==> src/rtl/ctrl_edicion_teclado_if.sv <==
// Keyboard edit controller bus: the received scan-code strobe from the PS/2
// receiver and the edit context/strokes driven towards the field counters.
// The master side is whoever supplies bytes; the slave side is the controller.
interface ctrl_edicion_teclado_if #(
  parameter int N = 8,
  parameter int P = 2
);
  logic         rx_done;
  logic [N-1:0] rx_data;
  logic         f1;
  logic         f3;
  logic [P-1:0] posicion;
  logic         en_codigo;
  logic [N-1:0] key_code;

  modport master (
    output rx_done, rx_data,
    input  f1, f3, posicion, en_codigo, key_code
  );

  modport slave (
    input  rx_done, rx_data,
    output f1, f3, posicion, en_codigo, key_code
  );
endinterface

==> src/rtl/ctrl_edicion_teclado.sv <==
// Keyboard edit controller for the RTC/timer display.
// Filters the PS/2 byte stream (break F0 / extended E0 prefixes), selects the
// edit mode (F1 = clock, F3 = timer), moves the field cursor and issues
// single-cycle up/down strokes. Idle edits fall back to IDLE after TIMEOUT
// cycles without a make code. All outputs come straight from flops.
module ctrl_edicion_teclado #(
  parameter int N       = 8,
  parameter int P       = 2,
  parameter int NUM_POS = 3,
  parameter int TW      = 30,
  parameter int TIMEOUT = 500_000_000
) (
  input logic                   clk,
  input logic                   rst,
  ctrl_edicion_teclado_if.slave bus
);

  localparam logic [1:0] IDLE       = 2'd0;
  localparam logic [1:0] EDIT_RELOJ = 2'd1;
  localparam logic [1:0] EDIT_TIMER = 2'd2;

  localparam logic [N-1:0] SC_BREAK = N'(8'hF0);
  localparam logic [N-1:0] SC_EXT   = N'(8'hE0);
  localparam logic [N-1:0] SC_F1    = N'(8'h05);
  localparam logic [N-1:0] SC_F3    = N'(8'h04);
  localparam logic [N-1:0] SC_ESC   = N'(8'h76);
  localparam logic [N-1:0] SC_ENTER = N'(8'h5A);
  localparam logic [N-1:0] SC_RIGHT = N'(8'h74);
  localparam logic [N-1:0] SC_LEFT  = N'(8'h6B);
  localparam logic [N-1:0] SC_UP    = N'(8'h75);
  localparam logic [N-1:0] SC_DOWN  = N'(8'h72);

  localparam logic [P-1:0]  POS_LAST   = P'(NUM_POS - 1);
  localparam logic [TW-1:0] TIMER_LAST = TW'(TIMEOUT - 1);

  logic [1:0]    state, state_nxt;
  logic          brk, brk_nxt;
  logic [TW-1:0] timer, timer_nxt;
  logic [P-1:0]  posicion_r, posicion_nxt;
  logic [N-1:0]  key_code_r, key_code_nxt;
  logic          en_codigo_r, en_codigo_nxt;
  logic          f1_r, f3_r;

  logic          is_prefix;
  logic          is_make;
  logic          in_edit;
  logic          timeout_hit;
  logic [P-1:0]  pos_inc;
  logic [P-1:0]  pos_dec;

  // A make code is any non-prefix byte that does not follow a break prefix.
  assign is_prefix   = (bus.rx_data == SC_BREAK) || (bus.rx_data == SC_EXT);
  assign is_make     = bus.rx_done && !is_prefix && !brk;
  assign in_edit     = (state == EDIT_RELOJ) || (state == EDIT_TIMER);
  assign timeout_hit = in_edit && (timer == TIMER_LAST);

  // Cursor moves wrap around the NUM_POS editable fields.
  assign pos_inc = (posicion_r == POS_LAST) ? '0 : posicion_r + P'(1);
  assign pos_dec = (posicion_r == '0) ? POS_LAST : posicion_r - P'(1);

  // Break-prefix tracker: F0 arms it, E0 leaves it alone, anything else consumes it.
  always_comb begin
    brk_nxt = brk;
    if (bus.rx_done) begin
      if (bus.rx_data == SC_BREAK) begin
        brk_nxt = 1'b1;
      end else if (bus.rx_data != SC_EXT) begin
        brk_nxt = 1'b0;
      end
    end
  end

  // Mode/cursor/stroke decision; a make code overrides the idle timeout in the same cycle.
  always_comb begin
    state_nxt     = in_edit ? state : IDLE;
    posicion_nxt  = posicion_r;
    timer_nxt     = '0;
    en_codigo_nxt = 1'b0;
    key_code_nxt  = key_code_r;

    if (in_edit) begin
      if (timeout_hit) begin
        state_nxt    = IDLE;
        posicion_nxt = '0;
      end else begin
        timer_nxt = timer + TW'(1);
      end
    end

    if (is_make) begin
      key_code_nxt = bus.rx_data;
      if (!in_edit) begin
        if (bus.rx_data == SC_F1) begin
          state_nxt    = EDIT_RELOJ;
          posicion_nxt = '0;
        end else if (bus.rx_data == SC_F3) begin
          state_nxt    = EDIT_TIMER;
          posicion_nxt = '0;
        end
      end else begin
        state_nxt    = state;
        posicion_nxt = posicion_r;
        timer_nxt    = '0;
        case (bus.rx_data)
          SC_F1: begin
            if (state == EDIT_TIMER) begin
              state_nxt    = EDIT_RELOJ;
              posicion_nxt = '0;
            end
          end
          SC_F3: begin
            if (state == EDIT_RELOJ) begin
              state_nxt    = EDIT_TIMER;
              posicion_nxt = '0;
            end
          end
          SC_ESC, SC_ENTER: begin
            state_nxt    = IDLE;
            posicion_nxt = '0;
          end
          SC_RIGHT: posicion_nxt  = pos_inc;
          SC_LEFT:  posicion_nxt  = pos_dec;
          SC_UP, SC_DOWN: en_codigo_nxt = 1'b1;
          default: ;
        endcase
      end
    end
  end

  // State and output registers; mode flags are decoded from the next state so they stay registered.
  always_ff @(posedge clk) begin
    if (rst) begin
      state       <= IDLE;
      brk         <= 1'b0;
      timer       <= '0;
      posicion_r  <= '0;
      key_code_r  <= '0;
      en_codigo_r <= 1'b0;
      f1_r        <= 1'b0;
      f3_r        <= 1'b0;
    end else begin
      state       <= state_nxt;
      brk         <= brk_nxt;
      timer       <= timer_nxt;
      posicion_r  <= posicion_nxt;
      key_code_r  <= key_code_nxt;
      en_codigo_r <= en_codigo_nxt;
      f1_r        <= (state_nxt == EDIT_RELOJ);
      f3_r        <= (state_nxt == EDIT_TIMER);
    end
  end

  assign bus.f1        = f1_r;
  assign bus.f3        = f3_r;
  assign bus.posicion  = posicion_r;
  assign bus.en_codigo = en_codigo_r;
  assign bus.key_code  = key_code_r;

endmodule

==> src/flat_wrapper.sv <==
// flat-port wrapper written by rule: the top's interface ports become plain ports
module ctrl_edicion_teclado_flat 
#(
  parameter int N       = 8,
  parameter int P       = 2,
  parameter int NUM_POS = 3,
  parameter int TW      = 30,
  parameter int TIMEOUT = 500_000_000
)
  (clk, rst, bus_rx_done, bus_rx_data, bus_f1, bus_f3, bus_posicion, bus_en_codigo, bus_key_code);
  ctrl_edicion_teclado_if #(.N(N), .P(P)) bus_i ();
  input logic clk;
  input logic rst;
  input wire logic [$bits(bus_i.rx_done)-1:0] bus_rx_done;
  input wire logic [$bits(bus_i.rx_data)-1:0] bus_rx_data;
  output wire logic [$bits(bus_i.f1)-1:0] bus_f1;
  output wire logic [$bits(bus_i.f3)-1:0] bus_f3;
  output wire logic [$bits(bus_i.posicion)-1:0] bus_posicion;
  output wire logic [$bits(bus_i.en_codigo)-1:0] bus_en_codigo;
  output wire logic [$bits(bus_i.key_code)-1:0] bus_key_code;
  assign bus_i.rx_done = bus_rx_done;
  assign bus_i.rx_data = bus_rx_data;
  assign bus_f1 = bus_i.f1;
  assign bus_f3 = bus_i.f3;
  assign bus_posicion = bus_i.posicion;
  assign bus_en_codigo = bus_i.en_codigo;
  assign bus_key_code = bus_i.key_code;
  ctrl_edicion_teclado #(.N(N), .P(P), .NUM_POS(NUM_POS), .TW(TW), .TIMEOUT(TIMEOUT)) u_core (.clk(clk), .rst(rst), .bus(bus_i));
endmodule
==> config.mk <==
export PLATFORM = sky130hd
export DESIGN_NAME = ctrl_edicion_teclado_flat
export DESIGN_NICKNAME = d
export VERILOG_FILES = /design/src/rtl/ctrl_edicion_teclado_if.sv /design/src/rtl/ctrl_edicion_teclado.sv /design/src/flat_wrapper.sv
export SDC_FILE = /design/constraint.sdc
export NUM_CORES = 1
export LEC_CHECK = 0
export CORE_MARGIN = 2
export CORE_UTILIZATION = 40
export CTS_CLUSTER_SIZE = 14
export DETAILED_ROUTE_END_ITERATION = 6
export PLACE_DENSITY_LB_ADDON = 0.25
export SETUP_SLACK_MARGIN = 0.3
export SLEW_MARGIN = 20
export SYNTH_ARGS = -nofsm -noshare
export SYNTH_HDL_FRONTEND = slang
export SYNTH_SLANG_ARGS = --single-unit
==> constraint.sdc <==
create_clock -name clk -period 2.2 [get_ports clk]
set_input_delay 0.44 -clock clk [delete_from_list [all_inputs] [get_ports clk]]
set_output_delay 0.44 -clock clk [all_outputs]
set_load 0.005 [all_outputs]
==> reports/qor.txt, run 1 <==
core footprint = 0.00554 mm^2
critical path, cell by cell = nor4b_4, nand4_1, or4_4, and2_4, nand3b_1, buf_6, clkbuf_16, nor2_1
f_max = 486 MHz
post-layout minimum cycle time = 2060 ps
max-slew violation count = 0
Post-CTS Hold Buffers = 0
final hold vios = 0
DRT iter0 DRCs = 97
DR WL/cell = 13.4 um
worst slack, placed = -168 ps
Seq cells post-synth = 46
die height = 79.9 um
Worst Skew = 10.5 ps
synthesis warning total = 0
antenna fix cells = 0
Synth cell types = 49
remaining antenna violation count = 0
leakage power = 1.25 nW
vias in the first global route = 1923
largest fanout on the critical path = 7
top post-synthesis cells by area = dfxtp_1 40%, xor2_1 8.4%, nor2_1 8.0%, ha_1 4.3%, nand2_1 3.7%
status = complete, no violations
Nets = 356
Top FF cell, synth = dfxtp_1
post-synth top area share = 0.400
relative slew slack = 0.748
Switching Fraction = 0.233
Max clock buf depth = 2
mapped cell area = 0.00230 mm^2
Critical Path Sink Type = flip-flop
clock root cell = clkbuf_8
clock network power share = 0.346
sequential share of power = 0.505
synthesized instance count = 270
initial core utilization = 0.416
Critical-path top delay cell = or4_4
largest net degree at the start of global routing = 17
post-layout util = 0.591
sequential area share after synthesis = 0.400
RSZ-0062 raised after global routing = yes
Area after DPL = 0.00287 mm^2
Max Cap Viol = 0
Bufs and invs on worst path = 2
Crit Path Class = reg2reg
RD Place Congestion = 0.891
clock sinks = 46
PortBufs = 23
Area Growth Syn to Fin = 42.0%
fraction of layout instances using a drive strength above 1 = 0.272
worst slew pin tran = 377 ps
crit-path max cell delay = 550 ps
Combinational Power Share = 0.149
Congestion Overflow GR = 0
Post-Route WL = 5510 um
mean post-synth cell area = 8.54 um^2
final worst slack = 143 ps
Die Width = 79.9 um
most common cell after layout, fill and taps aside = nor2_1
CP Launch Type = flip-flop
Final HPWL DP = 3610 um
crit-path leading delay family = simple AND/OR/NAND/NOR gates
antenna violations before repair = 0
EDFF count, synth = 0
First-pass DRT Iterations = 4
total internal power = 1.30 mW
Worst VDD drop = 0.000343 V
Final period util = 0.935
Max H-tree Level = 2
Via density = 5.14
die area = 0.00638 mm^2
Psw = 0.396 mW
first-pass GRT wire length = 8930 um
# IOs = 24
Clock transition at path regs = 80 ps
# DRC = 0
fill cell count = 509
pwr/cell area = 519 mW/mm^2
asr flop ratio synth = 0
FP Rows = 27
most frequent cells in the layout = 44 x nor2_1, 40 x dfxtp_1, 39 x buf_4
CTS buffer count = 5
Hold WC Path Type = reg2reg
final instance area = 0.00327 mm^2
final setup TNS = 0 ps
CP arrival = 2240 ps
All-Layer GR Usage = 0.175
CTS tree = yes
cell taking the most area after synthesis = dfxtp_1
clock latency on the worst-skew pair = 290 ps
Required @ worst endpoint = 2380 ps
Final setup violation count = 0
Vias = 2106
syn_nets = 289
==> area by class of cell <==
class | count | area (um^2) | share of cell area
Multi-Input combinational cell | 207 | 1460 | 0.446
Sequential cell | 46 | 928 | 0.284
Timing Repair Buffer | 69 | 656 | 0.200
Clock buffer | 8 | 110 | 0.0337
Tap cell | 72 | 90.1 | 0.0275
Inverter | 8 | 30.0 | 0.00918
==> layer usage <==
metal,vias up,track usage,wire (um)
met1,996,0.222,2520
li1,1070,-,-
met4,0,0.0525,85
met2,34,0.304,2740
met3,6,0.0283,156
met5,-,0,0
==> path summary, 6_finish.rpt <==
kind	depth (start not counted)	slack (ps)	startpoint	endpoint
min	1	430	u_core.timer[0]	u_core.timer[0]
max reg2reg	8	140	u_core.timer[25]	u_core.timer[29]
min reg2reg	1	430	u_core.timer[0]	u_core.timer[0]
max	8	140	u_core.timer[25]	u_core.timer[29]
==> cells by family (layout without fill, tap and decap cells) <==
kind of cell,count (synthesis),count (layout),share of synthesized area
AO/OA/AOI/OAI,29,29,0.0934
flip-flops,46,46,0.400
XOR/XNOR,28,28,0.106
multiplexers,3,3,0.0136
adder cells (fa/ha/maj),8,8,0.0434
buffers and inverters,17,85,0.0331
AND/OR/NAND/NOR,139,139,0.311
==> stage by stage <==
stage / power (mW) / instances / hold slack [ps]
CTS: 1.71 / 408 / 435
global placement: 1.08 / 387 / 419
floorplan: 0.980 / 270 / 402
finish: 1.70 / 410 / 431
global route: 1.78 / 410 / 438
detailed placement: 1.08 / 387 / 426
==> state kept, by name, summed over array words and instances, names as in the netlist <==
register	count
u_core.bus.key_code	8
u_core.state	2
u_core.bus.f1	1
u_core.bus.f3	1
u_core.bus.en_codigo	1
u_core.brk	1
u_core.bus.posicion	2
u_core.timer	30
==> power by group through the flow <==
stage                     sequential (mW)  clock, mW  combinational (mW)
final                               0.856      0.588               0.253
after global routing                0.858      0.645               0.273
after detailed placement            0.877          0               0.208
after global placement              0.877          0               0.206
after floorplan                     0.877          0               0.104
after CTS                           0.856      0.611               0.239
==> synth_stat cells (all sizes together) (3+ instances only) <==
master	number
buf	5
nor3	8
dfxtp	46
xor2	22
nand2	23
a22oi	3
and3	5
nor2	49
and4	5
xnor2	6
and2	3
inv	8
nand4	9
clkbuf	4
ha	8
nand3	15
a21oi	10
nor2b	7
==> what timing repair did <==
action                                  CTS  global route
pin swaps                                11            14
gates cloned                              1             2
setup buffers                            12             0
endpoints found under the setup margin   37            36
resized for setup                        22            13
Note: power is estimated with default switching activity, not from simulation.
==> inputs of run 2 (changes only) <==
==> constraint.sdc (replaced) <==
create_clock -name clk -period 2.2 [get_ports clk]
set_input_delay 0.44 -clock clk [delete_from_list [all_inputs] [get_ports clk]]
set_output_delay 0.44 -clock clk [all_outputs]
set_load 0.02 [all_outputs]
==> results of run 2 <==
The final DEF is identical to that of run 1. Status: complete, no violations.
Among the figures that moved: total power 1.70 mW -> 1.71 mW
==> inputs of run 3 (changes only) <==
--- a/config.mk
+++ b/config.mk
@@ -9,6 +9,7 @@
 export CORE_UTILIZATION = 40
 export CTS_CLUSTER_SIZE = 14
 export DETAILED_ROUTE_END_ITERATION = 6
+export HOLD_SLACK_MARGIN = 0.12
 export PLACE_DENSITY_LB_ADDON = 0.25
 export SETUP_SLACK_MARGIN = 0.3
 export SLEW_MARGIN = 20
==> results of run 3 <==
The final DEF is identical to that of run 1. Status: complete, no violations.
Among the figures that moved: total power 1.70 mW -> 1.71 mW
